## config.mk

```make
export PLATFORM = sky130hd
export DESIGN_NAME = decode_queue
export DESIGN_NICKNAME = d
export VERILOG_FILES = /design/src/rtl/decode_queue_pkg.sv /design/src/rtl/decode_queue_instr_decoder.sv /design/src/rtl/decode_queue.sv
export SDC_FILE = /design/constraint.sdc
export NUM_CORES = 1
export LEC_CHECK = 0
export CORE_MARGIN = 2
export CORE_UTILIZATION = 36
export CTS_CLUSTER_DIAMETER = 60
export DETAILED_ROUTE_END_ITERATION = 16
export GPL_TIMING_DRIVEN = 0
export PLACE_DENSITY = 0.66
export SYNTH_ARGS = -nofsm -noshare
export SYNTH_HDL_FRONTEND = slang
export SYNTH_HIERARCHICAL = 1
export SYNTH_SLANG_ARGS = --single-unit
```

## constraint.sdc

```tcl
create_clock -name clk -period 4.2 [get_ports clk]
set_input_delay 0.84 -clock clk [delete_from_list [all_inputs] [get_ports clk]]
set_output_delay 0.84 -clock clk [all_outputs]
set_load 0.01 [all_outputs]
```

## src/rtl/decode_queue_pkg.sv

```systemverilog
`default_nettype none
// ============================================================================
// Module      : common (package)
// Description : Shared types for the decode queue: raw instruction word,
//               decoded control word, ALU/branch op encoding, RV32 opcode
//               constants and the instruction encoding format enum.
//               The eight RV32M ALU ops are always declared. Whether they
//               are decoded depends on the RV32M_EN macro in instr_decoder.
// Revision    : 1.0 - initial release
// ============================================================================
package common;

  localparam int ILEN = 32;

  typedef logic [ILEN-1:0] instruction_type;

  // ALU_ADD must stay at zero so that a cleared control word reads as ADD.
  typedef enum logic [4:0] {
    ALU_ADD    = 5'd0,
    ALU_SUB,
    ALU_SLL,
    ALU_SLT,
    ALU_SLTU,
    ALU_XOR,
    ALU_SRL,
    ALU_SRA,
    ALU_OR,
    ALU_AND,
    ALU_LUI,
    B_BNE,
    B_BLT,
    B_BGE,
    B_LTU,
    B_GEU,
    ALU_MUL,
    ALU_MULH,
    ALU_MULHSU,
    ALU_MULHU,
    ALU_DIV,
    ALU_DIVU,
    ALU_REM,
    ALU_REMU
  } alu_op_e;

  typedef struct packed {
    alu_op_e alu_op;
    logic    alu_src;
    logic    reg_write;
    logic    mem_read;
    logic    mem_write;
    logic    mem_to_reg;
    logic    is_branch;
  } control_type;

  localparam logic [6:0] OPC_OP     = 7'b0110011;
  localparam logic [6:0] OPC_OP_IMM = 7'b0010011;
  localparam logic [6:0] OPC_LOAD   = 7'b0000011;
  localparam logic [6:0] OPC_STORE  = 7'b0100011;
  localparam logic [6:0] OPC_BRANCH = 7'b1100011;
  localparam logic [6:0] OPC_JAL    = 7'b1101111;
  localparam logic [6:0] OPC_JALR   = 7'b1100111;
  localparam logic [6:0] OPC_LUI    = 7'b0110111;
  localparam logic [6:0] OPC_AUIPC  = 7'b0010111;

  localparam logic [6:0] F7_BASE    = 7'b0000000;
  localparam logic [6:0] F7_ALT     = 7'b0100000;
  localparam logic [6:0] F7_MULDIV  = 7'b0000001;

  typedef enum logic [2:0] {
    ENC_R = 3'd0,
    ENC_I,
    ENC_S,
    ENC_B,
    ENC_U,
    ENC_J
  } encoding_e;

  // Instruction format implied by the opcode; unknown opcodes report ENC_R.
  function automatic encoding_e opcode_encoding(input logic [6:0] opc);
    encoding_e enc;
    case (opc)
      OPC_OP_IMM, OPC_LOAD, OPC_JALR: enc = ENC_I;
      OPC_STORE:                      enc = ENC_S;
      OPC_BRANCH:                     enc = ENC_B;
      OPC_LUI, OPC_AUIPC:             enc = ENC_U;
      OPC_JAL:                        enc = ENC_J;
      default:                        enc = ENC_R;
    endcase
    return enc;
  endfunction

endpackage
`default_nettype wire

```

## src/rtl/decode_queue_instr_decoder.sv

```systemverilog
`default_nettype none
// ============================================================================
// Module      : instr_decoder
// Description : Purely combinational RV32I decode table. Produces the
//               control word plus an illegal flag. Illegal encodings force
//               the control word to all zeros.
//               Macro RV32M_EN: when defined, OP with funct7=0000001 decodes
//               to the M-extension ops; otherwise that encoding is illegal.
// Revision    : 1.0 - initial release
// ============================================================================
module instr_decoder
  import common::*;
(
  input  instruction_type instr_i,
  output control_type     control_o,
  output logic            illegal_o
);

  logic [6:0]  w_opcode;
  logic [2:0]  w_funct3;
  logic [6:0]  w_funct7;
  control_type w_ctrl;
  logic        w_illegal;
  logic        w_unused_fields;

  assign w_opcode = instr_i[6:0];
  assign w_funct3 = instr_i[14:12];
  assign w_funct7 = instr_i[31:25];

  // Register and immediate fields pass through the queue untouched.
  assign w_unused_fields = ^{instr_i[24:15], instr_i[11:7]};

  // Decode table: derive control fields and legality from opcode/funct.
  always_comb begin
    w_ctrl    = '0;
    w_illegal = 1'b0;
    case (w_opcode)
      OPC_OP: begin
        w_ctrl.reg_write = 1'b1;
        if (w_funct7 == F7_BASE) begin
          case (w_funct3)
            3'b000:  w_ctrl.alu_op = ALU_ADD;
            3'b001:  w_ctrl.alu_op = ALU_SLL;
            3'b010:  w_ctrl.alu_op = ALU_SLT;
            3'b011:  w_ctrl.alu_op = ALU_SLTU;
            3'b100:  w_ctrl.alu_op = ALU_XOR;
            3'b101:  w_ctrl.alu_op = ALU_SRL;
            3'b110:  w_ctrl.alu_op = ALU_OR;
            default: w_ctrl.alu_op = ALU_AND;
          endcase
        end else if (w_funct7 == F7_ALT && w_funct3 == 3'b000) begin
          w_ctrl.alu_op = ALU_SUB;
        end else if (w_funct7 == F7_ALT && w_funct3 == 3'b101) begin
          w_ctrl.alu_op = ALU_SRA;
`ifdef RV32M_EN
        end else if (w_funct7 == F7_MULDIV) begin
          // M ops are declared contiguously in funct3 order.
          w_ctrl.alu_op = alu_op_e'(5'(ALU_MUL) + {2'b00, w_funct3});
`endif
        end else begin
          w_illegal = 1'b1;
        end
      end
      OPC_OP_IMM: begin
        w_ctrl.alu_src   = 1'b1;
        w_ctrl.reg_write = 1'b1;
        case (w_funct3)
          3'b000: w_ctrl.alu_op = ALU_ADD;
          3'b001: begin
            w_ctrl.alu_op = ALU_SLL;
            w_illegal     = (w_funct7 != F7_BASE);
          end
          3'b010: w_ctrl.alu_op = ALU_SLT;
          3'b011: w_ctrl.alu_op = ALU_SLTU;
          3'b100: w_ctrl.alu_op = ALU_XOR;
          3'b101: begin
            w_ctrl.alu_op = (w_funct7 == F7_ALT) ? ALU_SRA : ALU_SRL;
            w_illegal     = (w_funct7 != F7_BASE) && (w_funct7 != F7_ALT);
          end
          3'b110:  w_ctrl.alu_op = ALU_OR;
          default: w_ctrl.alu_op = ALU_AND;
        endcase
      end
      OPC_LOAD: begin
        w_ctrl.mem_read   = 1'b1;
        w_ctrl.mem_to_reg = 1'b1;
        w_ctrl.alu_op     = ALU_ADD;
        w_illegal = (w_funct3 == 3'b011) || (w_funct3 == 3'b110) ||
                    (w_funct3 == 3'b111);
      end
      OPC_STORE: begin
        w_ctrl.mem_write = 1'b1;
        w_ctrl.alu_src   = 1'b1;
        w_ctrl.alu_op    = ALU_ADD;
        w_illegal        = (w_funct3 > 3'b010);
      end
      OPC_BRANCH: begin
        w_ctrl.is_branch = 1'b1;
        case (w_funct3)
          3'b000:  w_ctrl.alu_op = ALU_SUB;
          3'b001:  w_ctrl.alu_op = B_BNE;
          3'b100:  w_ctrl.alu_op = B_BLT;
          3'b101:  w_ctrl.alu_op = B_BGE;
          3'b110:  w_ctrl.alu_op = B_LTU;
          3'b111:  w_ctrl.alu_op = B_GEU;
          default: w_illegal     = 1'b1;
        endcase
      end
      OPC_JAL: begin
        w_ctrl.is_branch = 1'b1;
        w_ctrl.reg_write = 1'b1;
        w_ctrl.alu_op    = ALU_ADD;
      end
      OPC_JALR: begin
        w_ctrl.is_branch = 1'b1;
        w_ctrl.reg_write = 1'b1;
        w_ctrl.alu_op    = ALU_ADD;
        w_illegal        = (w_funct3 != 3'b000);
      end
      OPC_LUI: begin
        w_ctrl.alu_op  = ALU_LUI;
        w_ctrl.alu_src = 1'b1;
      end
      OPC_AUIPC: begin
        w_ctrl.alu_op = ALU_ADD;
      end
      default: w_illegal = 1'b1;
    endcase
  end

  assign control_o = w_illegal ? '0 : w_ctrl;
  assign illegal_o = w_illegal;

endmodule
`default_nettype wire

```

## src/rtl/decode_queue.sv

```systemverilog
`default_nettype none
// ============================================================================
// Module      : decode_queue
// Description : Circular FIFO of decoded instructions between fetch and
//               issue. Instructions are decoded as they are enqueued; the
//               oldest entry is presented from storage registers. No
//               input-to-output bypass, and in_ready depends only on the
//               stored count. flush clears the queue with top priority.
//               Macro RV32M_EN (consumed by instr_decoder) enables RV32M.
// Revision    : 1.0 - initial release
// ============================================================================
module decode_queue
  import common::*;
#(
  parameter int DEPTH    = 4,
  parameter int PC_WIDTH = 32
) (
  input  logic                    clk,
  input  logic                    reset_n,
  input  logic                    flush,
  input  logic                    in_valid,
  output logic                    in_ready,
  input  instruction_type         in_instr,
  input  logic [PC_WIDTH-1:0]     in_pc,
  output logic                    out_valid,
  input  logic                    out_ready,
  output control_type             out_control,
  output instruction_type         out_instr,
  output logic [PC_WIDTH-1:0]     out_pc,
  output logic                    out_illegal,
  output logic [$clog2(DEPTH):0]  occupancy
);

  localparam int AW = $clog2(DEPTH);
  localparam int CW = AW + 1;
  localparam logic [CW-1:0] FULL_COUNT = CW'(DEPTH);

  typedef struct packed {
    control_type           control;
    logic                  illegal;
    instruction_type       instr;
    logic [PC_WIDTH-1:0]   pc;
  } entry_t;

  entry_t          mem_q [DEPTH];
  logic [AW-1:0]   wr_ptr_q, wr_ptr_d;
  logic [AW-1:0]   rd_ptr_q, rd_ptr_d;
  logic [CW-1:0]   count_q,  count_d;

  control_type     w_dec_ctrl;
  logic            w_dec_illegal;
  entry_t          w_new_entry;
  entry_t          w_head;
  logic            w_enq;
  logic            w_deq;

  instr_decoder u_decoder (
    .instr_i   (in_instr),
    .control_o (w_dec_ctrl),
    .illegal_o (w_dec_illegal)
  );

  assign in_ready  = (count_q != FULL_COUNT);
  assign out_valid = (count_q != '0);
  assign w_enq     = in_valid && in_ready;
  assign w_deq     = out_valid && out_ready;

  // Assemble the entry written at the tail.
  always_comb begin
    w_new_entry         = '0;
    w_new_entry.control = w_dec_ctrl;
    w_new_entry.illegal = w_dec_illegal;
    w_new_entry.instr   = in_instr;
    w_new_entry.pc      = in_pc;
  end

  // Next-state pointers and count; pointers wrap because DEPTH is 2**AW.
  always_comb begin
    wr_ptr_d = wr_ptr_q;
    rd_ptr_d = rd_ptr_q;
    count_d  = count_q;
    if (w_enq) begin
      wr_ptr_d = wr_ptr_q + 1'b1;
    end
    if (w_deq) begin
      rd_ptr_d = rd_ptr_q + 1'b1;
    end
    if (w_enq && !w_deq) begin
      count_d = count_q + 1'b1;
    end else if (!w_enq && w_deq) begin
      count_d = count_q - 1'b1;
    end
  end

  // Queue bookkeeping; flush discards any same-cycle enqueue/dequeue.
  always_ff @(posedge clk or negedge reset_n) begin
    if (!reset_n) begin
      wr_ptr_q <= '0;
      rd_ptr_q <= '0;
      count_q  <= '0;
    end else if (flush) begin
      wr_ptr_q <= '0;
      rd_ptr_q <= '0;
      count_q  <= '0;
    end else begin
      wr_ptr_q <= wr_ptr_d;
      rd_ptr_q <= rd_ptr_d;
      count_q  <= count_d;
    end
  end

  // Entry storage; contents are not reset, validity comes from count_q.
  always_ff @(posedge clk) begin
    if (w_enq && !flush) begin
      mem_q[wr_ptr_q] <= w_new_entry;
    end
  end

  assign w_head      = mem_q[rd_ptr_q];
  assign out_control = out_valid ? w_head.control : '0;
  assign out_illegal = out_valid ? w_head.illegal : 1'b0;
  assign out_instr   = out_valid ? w_head.instr   : '0;
  assign out_pc      = out_valid ? w_head.pc      : '0;
  assign occupancy   = count_q;

endmodule
`default_nettype wire
```

==> impl_metrics.json, run 1 <==
{
  "outcome": "finished clean",
  "synthesis.area_per_instance_um2": 20.1,
  "synth_fp_nets": 699,
  "clkLatencyLatePin_ns": 0.52,
  "number_of_flops_mapped_to_enable_cells_by_yosys": 304,
  "synth_commonest_cells": "edfxtp_1, and2_1, mux4_2",
  "yosys_reg_bits": 311,
  "cts_tree": "yes",
  "synthTopCellsByArea": "edfxtp_1, mux4_2, and2_1",
  "static-leakage-power_nw": 5.18,
  "first_global_vias": 6712,
  "core.rowCount": 68,
  "post_drt_via_cell_ratio": 4.92,
  "clkSlewWorstSetupHoldPaths_ns": 0.06,
  "overflow": 0,
  "final_layout_size_suffix_gt1_share_pct": 21.0,
  "finalCriticalPeriod_ns": 3.75,
  "cell_with_the_most_instances_after_synthesis": "edfxtp_1",
  "finalMaxSlewViolations": 0,
  "synth-warning-count": 6,
  "synth_cells": 625,
  "dr.first_iter.drc_count": 338,
  "post_drt_wl_per_cell_um": 19.8,
  "critical_path.top_delay_family": "buffers and inverters",
  "m1WireLength_um": 11100,
  "place.detailed.hpwl_um": 16000,
  "postRouteWirelength_um": 25700,
  "dieHeight_um": 191,
  "cts.repair.resized": 0,
  "grt_setup_unrepaired": "false",
  "cts-buffers-inserted": 37,
  "slowest_delay_ns": 0.58,
  "synth.largest_area_cell": "edfxtp_1",
  "crit_path_cell_trace": "or3_1, buf_2, clkbuf_1, and2_1, clkdlybuf4s50_1",
  "endpoint_required_time_on_the_critical_path_ns": 3.36,
  "final_nets": 888,
  "final_hold_viol_count": 0,
  "synthFlopType": "edfxtp_1",
  "finalSetupTns_ns": 0,
  "floorplan.initialDensity_pct": 36.5,
  "grt_usage_pct": 14.3,
  "synth.distinct_cells": 64,
  "cap_viol_max_count": 0,
  "postRouteAntennaNets": 0,
  "design.core.area_um2": 34500,
  "io_pins": 150,
  "diodes": 0,
  "cts.path.max_buffers": 3,
  "maximum_number_of_pins_on_one_net_before_global_route_repair": 54,
  "place.gp.congestion": 0.810,
  "slew_headroom_pct": 46.2,
  "asyncSetResetFlopFracSynth_pct": 2.25,
  "post-route-util_pct": 46.4,
  "wire_length_of_the_first_global_routing_pass_um": 39600,
  "crit_path_start_kind": "register",
  "die_w_um": 191,
  "syn_to_final_growth_pct": 27.2,
  "skew_ns": 0.0130,
  "min_period_over_period_pct": 89.3,
  "postCtsSetupRepairBufs": 0,
  "cts.sink_count": 311,
  "grt_antenna_before_repair": 1,
  "cp-end-kind": "output port",
  "ys_seq_area_share_pct": 74.0,
  "placed_cells": 1230,
  "p_per_area_nw_per_um2": 602,
  "met3WireLength_um": 1520,
  "portBuffers": 146,
  "detailroute.via_count": 6387,
  "critical_path_arrival_ns": 2.91,
  "dieArea_um2": 36400,
  "final-setup-viol-count": 0,
  "fmax_mhz": 267,
  "h-tree-depth": 2,
  "final_routed_drc_violation_total": 0,
  "critical-path-slowest-cell": "clkdlybuf4s50_1",
  "timing_worst_slew_pin_value_ns": 0.796,
  "hold_buffers": 0,
  "synth_area_um2": 12600,
  "finish.cell_count_without_fillers": 1298,
  "path_max_fanout": 10,
  "dr_wl_met2_um": 12600,
  "yosysTopAreaCellShare_pct": 72.6,
  "routed.top_layer": "met5",
  "vdd.ir_drop.worst_mv": 0.341,
  "critical_path_class": "reg -> out",
  "drtPass1Iterations": 4,
  "root_buffer": "clkbuf_16",
  "cp_num_buf_inv": 3,
  "type_of_the_tightest_min_delay_check": "reg -> reg"
}
-- worst paths after layout --
path | start | end | slack [ns] | cells after the start
max | occupancy[1]$_DFFE_PN0P_ | out_instr[28] | 0.45 | 5
min | wr_ptr_q[1]$_DFFE_PN0P_ | wr_ptr_q[1]$_DFFE_PN0P_ | 0.60 | 2
max reg2reg | occupancy[0]$_DFFE_PN0P_ | occupancy[2]$_DFFE_PN0P_ | 1.74 | 8
min reg2reg | wr_ptr_q[1]$_DFFE_PN0P_ | wr_ptr_q[1]$_DFFE_PN0P_ | 0.60 | 2
max in group asynchronous | reset_n | rd_ptr_q[0]$_DFFE_PN0P_ | 3.32 | 1
min in group asynchronous | reset_n | occupancy[0]$_DFFE_PN0P_ | 0.61 | 1
-- logic make-up (layout without fill, tap and decap cells) --
family	count (synthesis)	count (layout)	share of synthesized area (%)
other	1	1	0.0298
buffers and inverters	48	266	2.21
AND/OR/NAND/NOR	137	137	6.55
flip-flops	311	311	74.0
multiplexers	80	80	14.0
adder cells (fa/ha/maj)	5	5	0.558
AO/OA/AOI/OAI	39	39	2.39
XOR/XNOR	4	4	0.279
-- state kept, by name, summed over array words and instances, names as in the netlist --
| register | flops |
|---|---|
| wr_ptr_q | 2 |
| occupancy | 3 |
| mem_q | 304 |
| rd_ptr_q | 2 |
-- power breakdown --
group	internal (W)	switching [W]	total [W]
clock	0.00201	0.00125	0.00326
combinational	0.00152	0.00125	0.00277
sequential	0.00356	0.0000417	0.00360
total	0.00710	0.00254	0.00963
-- layout by cell type (no fill, tap or decap), types with 3 or more instances in the layout --
cell type | netlist | routed
edfxtp_1 | 304 | 304
clkdlybuf4s50_1 | 0 | 146
mux4_2 | 76 | 76
and2_1 | 80 | 76
clkbuf_16 | 0 | 39
nor2_1 | 18 | 18
clkbuf_1 | 14 | 17
buf_2 | 13 | 13
inv_1 | 11 | 11
nand3_1 | 8 | 8
a21oi_1 | 8 | 8
clkinv_1 | 0 | 8
o21ai_0 | 7 | 7
dfrtp_1 | 7 | 7
nor3_1 | 5 | 5
clkinv_2 | 0 | 5
bufinv_16 | 0 | 5
and2_4 | 0 | 4
ha_1 | 4 | 4
buf_16 | 0 | 4
nand2_1 | 4 | 4
buf_4 | 3 | 3
xor2_1 | 3 | 3
nand3b_1 | 3 | 3
inv_6 | 0 | 3
clkinvlp_4 | 0 | 3
-- metal layers --
metal / global-route usage [%] / vias to the layer above
li1: - / 2916
met1: 19.1 / 3269
met2: 23.9 / 160
met3: 3.05 / 40
met4: 3.76 / 2
met5: 0 / -
-- metrics by stage --
| step | worst slack (ns) | cell area [um^2] | hold slack, ns | power [W] |
|---|---|---|---|---|
| 5_1_grt | 0.228 | 16000 | 0.624 | 0.0101 |
| 2_1_floorplan | 0.523 | 12600 | 0.544 | 0.00516 |
| 6_report | 0.450 | 16000 | 0.596 | 0.00963 |
| 3_5_place_dp | 0.548 | 14700 | 0.596 | 0.00650 |
| 4_1_cts | 0.336 | 16000 | 0.606 | 0.00980 |
| 3_3_place_gp | -1.22 | 14600 | 0.594 | 0.00649 |
-- layout make-up --
class,instances,area [um^2]
multi-input cells,266,3000
repair buffers,150,1570
well taps,455,569
clock inverters,26,282
clock buffers,42,987
fillers,2922,18500
inverters,11,41.3
flip-flops and latches,311,9300
plain buffers,37,236
-- worst register-to-register path: cells and delay by family (launching register included) --
family                   cells  cell delay [ns]
buffers and inverters        2             0.33
AO/OA/AOI/OAI                3             0.72
AND/OR/NAND/NOR              2             0.54
adder cells (fa/ha/maj)      1             0.44
flip-flops                   1             0.37
Note: power is estimated with default switching activity, not from simulation.
==> run 2, diff against run 1 <==
--- a/config.mk
+++ b/config.mk
@@ -10,5 +10,4 @@
 export CTS_CLUSTER_DIAMETER = 60
 export DETAILED_ROUTE_END_ITERATION = 16
-export GPL_TIMING_DRIVEN = 0
 export PLACE_DENSITY = 0.66
 export SYNTH_ARGS = -nofsm -noshare
==> constraint.sdc (replaced) <==
create_clock -name clk -period 4.2 [get_ports clk]
set_input_delay 0.42 -clock clk [delete_from_list [all_inputs] [get_ports clk]]
set_output_delay 0.42 -clock clk [all_outputs]
set_load 0.01 [all_outputs]
==> run 2 against run 1 <==
Fmax is 9.0% higher. Hold slack worse by 0.41 ns. Largest power group unchanged. Flip-flop and latch count stayed put. Critical path depth is 1 lower. Largest cell class unchanged. First-iteration DRC count is 38% higher. Non-clock buffer count is 24 lower. Clock-buffer cell count is 1 higher. Clock skew is 0.0050 ns higher. Via count is 0.92% lower. Power is 3.2% lower.
==> impl_metrics.json, run 2 (same netlist as run 1, synthesis figures left out) <==
{
  "first_global_vias": 6647,
  "cp-end-kind": "output port",
  "dr.first_iter.drc_count": 467,
  "postRouteWirelength_um": 25900,
  "design_power_total_w": 0.00932,
  "fmax_mhz": 291,
  "place.gp.congestion": 0.812,
  "type_of_the_tightest_min_delay_check": "in -> async",
  "h-tree-depth": 2,
  "register_ranked_first_by_flip_flop_count": "mem_q",
  "critical_path_class": "reg -> out",
  "cts-buffers-inserted": 37,
  "slew_headroom_pct": 41.3,
  "wire_length_of_the_first_global_routing_pass_um": 39500,
  "mostFrequentLayoutCell": "edfxtp_1",
  "diodes": 0,
  "design.core.area_um2": 34500,
  "detailroute.via_count": 6328,
  "cts_tree": "yes",
  "core.rowCount": 68,
  "commonest_cells_after_routing_fill_and_taps_aside": "edfxtp_1, clkdlybuf4s50_1, mux4_2, and2_1, clkbuf_16",
  "endpoint_required_time_on_the_critical_path_ns": 3.78,
  "postCtsSetupRepairBufs": 0,
  "grt_setup_unrepaired": "false",
  "finalMaxSlewViolations": 0,
  "skew_ns": 0.0180,
  "cts.sink_count": 311,
  "final-setup-viol-count": 0,
  "outcome": "finished clean",
  "postRouteAntennaNets": 0,
  "io_pins": 150,
  "grt_antenna_before_repair": 1,
  "hold_buffers": 0,
  "max_reg_flops": 304,
  "multi_input_comb_area_um2": 3000,
  "final-seq-area_um2": 9310,
  "layout.filler_cells": 2912,
  "final_routed_drc_violation_total": 0,
  "clkSlewWorstSetupHoldPaths_ns": 0.06,
  "dieHeight_um": 191,
  "final_layout_size_suffix_gt1_share_pct": 19.9,
  "critical_path_arrival_ns": 3.02,
  "p_per_area_nw_per_um2": 591,
  "root_buffer": "clkbuf_16",
  "syn_to_final_growth_pct": 25.4,
  "cts.path.max_buffers": 3,
  "finalSetupTns_ns": 0,
  "cts.repair.resized": 0,
  "vdd.ir_drop.worst_mv": 0.320,
  "timing_worst_slew_pin_value_ns": 0.880,
  "final_hold_viol_count": 0,
  "post_drt_wl_per_cell_um": 20.4,
  "cap_viol_max_count": 0,
  "dieArea_um2": 36400,
  "finalCriticalPeriod_ns": 3.44,
  "clkLatencyLatePin_ns": 0.53,
  "die_w_um": 191,
  "grt_usage_pct": 14.5,
  "post_drt_via_cell_ratio": 4.99,
  "path_max_fanout": 53,
  "place.detailed.hpwl_um": 15700,
  "drtPass1Iterations": 5,
  "overflow": 0,
  "floorplan.initialDensity_pct": 36.5,
  "portBuffers": 149,
  "min_period_over_period_pct": 81.9,
  "static-leakage-power_nw": 5.05,
  "crit_path_start_kind": "register",
  "maximum_number_of_pins_on_one_net_before_global_route_repair": 54,
  "final_nets": 864
}
## run 2: changes by cell type in the layout (fill, tap and decap cells not counted), moves of 3 or more
| cell | previous run | this run |
|---|---|---|
| clkdlybuf4s50_1 | 146 | 149 |
| clkbuf_1 | 17 | 6 |
| buf_12 | 2 | 7 |
| buf_16 | 4 | 0 |
| buf_2 | 13 | 0 |
| clkinv_1 | 8 | 5 |
| buf_4 | 3 | 7 |
## run 2: final timing paths
kind                                          start                       end  slack, ns  cells past startpoint
setup / recovery           occupancy[1]$_DFFE_PN0P_              out_instr[6]       0.76                      4
hold / removal                              reset_n  occupancy[0]$_DFFE_PN0P_       0.18                      1
setup reg to reg           occupancy[2]$_DFFE_PN0P_  occupancy[2]$_DFFE_PN0P_       1.68                      7
hold reg to reg             wr_ptr_q[0]$_DFFE_PN0P_   wr_ptr_q[0]$_DFFE_PN0P_       0.61                      2
max in group asynchronous                   reset_n   rd_ptr_q[0]$_DFFE_PN0P_       3.71                      1
min in group clk                        in_instr[7]    mem_q[1][39]$_DFFE_PP_       0.53                      1
## run 2: power breakdown
group / switching (W) / internal [W] / leakage [nW]
clock: 0.00122 / 0.00182 / 0.567
combinational: 0.00109 / 0.00148 / 1.57
sequential: 0.000159 / 0.00356 / 2.91
## run 2: final cells by class
cell class	count	area share (%)
inverter	11	0.262
clock buffer	43	6.02
clock inverter	20	1.35
tap	455	3.61
sequential	311	59.1
multi-input combinational	266	19.0
timing repair buffer	163	10.7
## run 2: metrics by stage
stage	setup slack [ns]	util [%]	hold WS [ns]	cell area (um^2)	cells
CTS	0.647	45.8	0.170	15800	1269
detailed placement	1.10	42.4	0.595	14600	1206
floorplan	0.943	-	0.124	12600	625
global route	0.500	45.8	0.177	15800	1269
global placement	1.15	42.4	0.587	14600	1206
finish	0.761	45.8	0.185	15800	1269
## run 2: worst max-delay path, stage by stage (launching register included)
cell and delay (ns):
dfrtp_1 0.47, or3_2 0.89, buf_4 0.39, and2_1 0.20, clkdlybuf4s50_1 0.49
## run 2: layer usage
metal	global-route usage, %	up-vias	share of wire [%]
li1	-	2867	-
met3	3.24	37	5.9
met5	0	-	0.050
met1	18.9	3229	43
met4	3.91	2	1.8
met2	24.4	193	49
==> run 3, diff against run 2 <==
- PLACE_DENSITY: 0.66 -> 0.68
- clock period: 4.2 -> 3.1 ns (I/O delays scaled with it)
==> run 3 against run 2 <==
Critical path depth is the same. Global-route usage down 0.61 points. Largest power group unchanged. Critical endpoint is now out_control[0]. Critical path type unchanged. Via count up 1.0%. Hold slack got worse by 0.12 ns. Clock power up 31%. Design area is 0.85% higher. Register-to-register slack got worse by 1.1 ns.
==> impl_metrics.json, run 3 (same netlist as run 1, synthesis figures left out) <==
{
  "outcome": "finished clean",
  "seqPwrFrac_pct": 39.2,
  "cts.sink_count": 311,
  "cp-end-kind": "output port",
  "place.gp.congestion": 0.881,
  "worstReg2RegStart": "occupancy[1]$_DFFE_PN0P_",
  "diodes": 0,
  "switchingPower_w": 0.00332,
  "finalCriticalPeriod_ns": 2.89,
  "syn_to_final_growth_pct": 26.5,
  "drtPass1Iterations": 5,
  "dieHeight_um": 191,
  "maximum_number_of_pins_on_one_net_before_global_route_repair": 52,
  "critical_path_class": "reg -> out",
  "cts_tree": "yes",
  "cap_viol_max_count": 0,
  "regToRegEndpoint": "occupancy[2]$_DFFE_PN0P_",
  "final-seq-area_um2": 9310,
  "clkLatencyLatePin_ns": 0.52,
  "design.core.area_um2": 34500,
  "cts-buffers-inserted": 37,
  "path_max_fanout": 45,
  "detailroute.via_count": 6393,
  "timing_worst_slew_pin_value_ns": 0.755,
  "cts.path.max_buffers": 3,
  "static-leakage-power_nw": 5.12,
  "type_of_the_tightest_min_delay_check": "in -> async",
  "share_comb_of_total_power_pct": 29.1,
  "postRouteAntennaNets": 0,
  "fmax_mhz": 346,
  "finalMaxSlewViolations": 0,
  "grt_usage_pct": 13.9,
  "met3WireLength_um": 1430,
  "dr_wl_met2_um": 12600,
  "register_ranked_first_by_flip_flop_count": "mem_q",
  "place.detailed.hpwl_um": 15200,
  "reg2reg_depth": 7,
  "final_layout_size_suffix_gt1_share_pct": 21.0,
  "min_period_over_period_pct": 93.2,
  "layout.filler_cells": 2940,
  "hold_buffers": 0,
  "die_w_um": 191,
  "final_routed_drc_violation_total": 0,
  "m1WireLength_um": 10600,
  "cell_internal_pwr_w": 0.00926,
  "clock_power_share_pct": 31.7,
  "final-setup-viol-count": 0,
  "portBuffers": 149,
  "postRouteWirelength_um": 25200,
  "mostFrequentLayoutCell": "edfxtp_1",
  "h-tree-depth": 2,
  "vdd.ir_drop.worst_mv": 0.567,
  "critical_path_arrival_ns": 2.58,
  "dieArea_um2": 36400,
  "routed.top_layer": "met4",
  "final.hold.worst_slack_ns": 0.0649,
  "ff2ff_setup_slack_ns": 0.62,
  "grt_setup_unrepaired": "false",
  "overflow": 0,
  "final_hold_viol_count": 0,
  "finalSetupTns_ns": 0,
  "max_reg_flops": 304,
  "power.switching_fraction_pct": 26.4,
  "post_drt_via_cell_ratio": 4.99,
  "p_per_area_nw_per_um2": 791,
  "first_global_vias": 6812,
  "grt_antenna_before_repair": 1,
  "multi_input_comb_area_um2": 3000,
  "post_drt_wl_per_cell_um": 19.6,
  "cts.repair.resized": 0,
  "clkSlewWorstSetupHoldPaths_ns": 0.06,
  "io_pins": 150,
  "floorplan.initialDensity_pct": 36.5,
  "endpoint_required_time_on_the_critical_path_ns": 2.79,
  "root_buffer": "clkbuf_16",
  "skew_ns": 0.0322,
  "final_nets": 875,
  "crit_path_start_kind": "register",
  "postCtsSetupRepairBufs": 0,
  "wire_length_of_the_first_global_routing_pass_um": 38300,
  "slew_headroom_pct": 49.0,
  "core.rowCount": 68,
  "dr.first_iter.drc_count": 422,
  "commonest_cells_after_routing_fill_and_taps_aside": "edfxtp_1, clkdlybuf4s50_1, mux4_2, and2_1, clkbuf_16"
}
-- run 3: cell types whose count changed in the layout (fill, tap and decap cells not counted), moves of 2 or more --
cell | before | now
buf_12 | 7 | 13
buf_4 | 7 | 12
bufinv_16 | 3 | 1
clkbuf_16 | 37 | 39
clkinv_2 | 5 | 8
-- run 3: worst max path at each step --
| stage | end | start | slack, ns | depth (start not counted) |
|---|---|---|---|---|
| finish | out_control[0] | rd_ptr_q[0]$_DFFE_PN0P_ | 0.21 | 4 |
| global route | out_control[0] | rd_ptr_q[0]$_DFFE_PN0P_ | 0.07 | 4 |
| CTS | out_control[0] | rd_ptr_q[0]$_DFFE_PN0P_ | 0.13 | 4 |
| detailed placement | mem_q[0][68]$_DFFE_PP_ | in_instr[25] | 0.13 | 6 |
| global placement | mem_q[0][68]$_DFFE_PP_ | in_instr[25] | 0.21 | 6 |
| floorplan | mem_q[0][0]$_DFFE_PP_ | occupancy[2]$_DFFE_PN0P_ | 0.72 | 4 |
-- run 3: power by group through the flow --
stage / Combinational [W] / Sequential (W) / Clock (W)
detailed placement: 0.00375 / 0.00502 / 0
CTS: 0.00376 / 0.00493 / 0.00412
floorplan: 0.00202 / 0.00497 / 0
global placement: 0.00374 / 0.00501 / 0
global route: 0.00396 / 0.00495 / 0.00428
finish: 0.00366 / 0.00493 / 0.00399
-- run 3: layout make-up --
type,instances,share of cell area [%]
Inverter,11,0.260
Clock buffer,45,6.28
Multi-Input combinational cell,266,18.9
Sequential cell,311,58.6
Tap cell,455,3.58
Clock inverter,20,0.874
Timing Repair Buffer,174,11.6
-- run 3: through the flow --
stage,setup WS [ns],total power (W),cells,util [%],cell area [um^2]
2_1_floorplan,0.716,0.00698,625,-,12600
3_3_place_gp,0.214,0.00875,1217,42.8,14800
3_5_place_dp,0.126,0.00877,1217,42.8,14800
4_1_cts,0.133,0.0128,1282,46.1,15900
5_1_grt,0.0684,0.0132,1282,46.1,15900
6_report,0.211,0.0126,1282,46.1,15900
-- run 3: metal layers --
| layer | vias up | GRT usage, % |
|---|---|---|
| li1 | 2880 | - |
| met1 | 3266 | 17.1 |
| met2 | 190 | 24.1 |
| met3 | 57 | 3.26 |
| met4 | 0 | 4.35 |
| met5 | - | 0 |
-- run 3: worst max-delay path: stages, from the launching register on --
cell and delay (ns):
dfrtp_4 0.44, buf_12 0.35, mux4_2 0.62, and2_1 0.19, clkdlybuf4s50_1 0.47
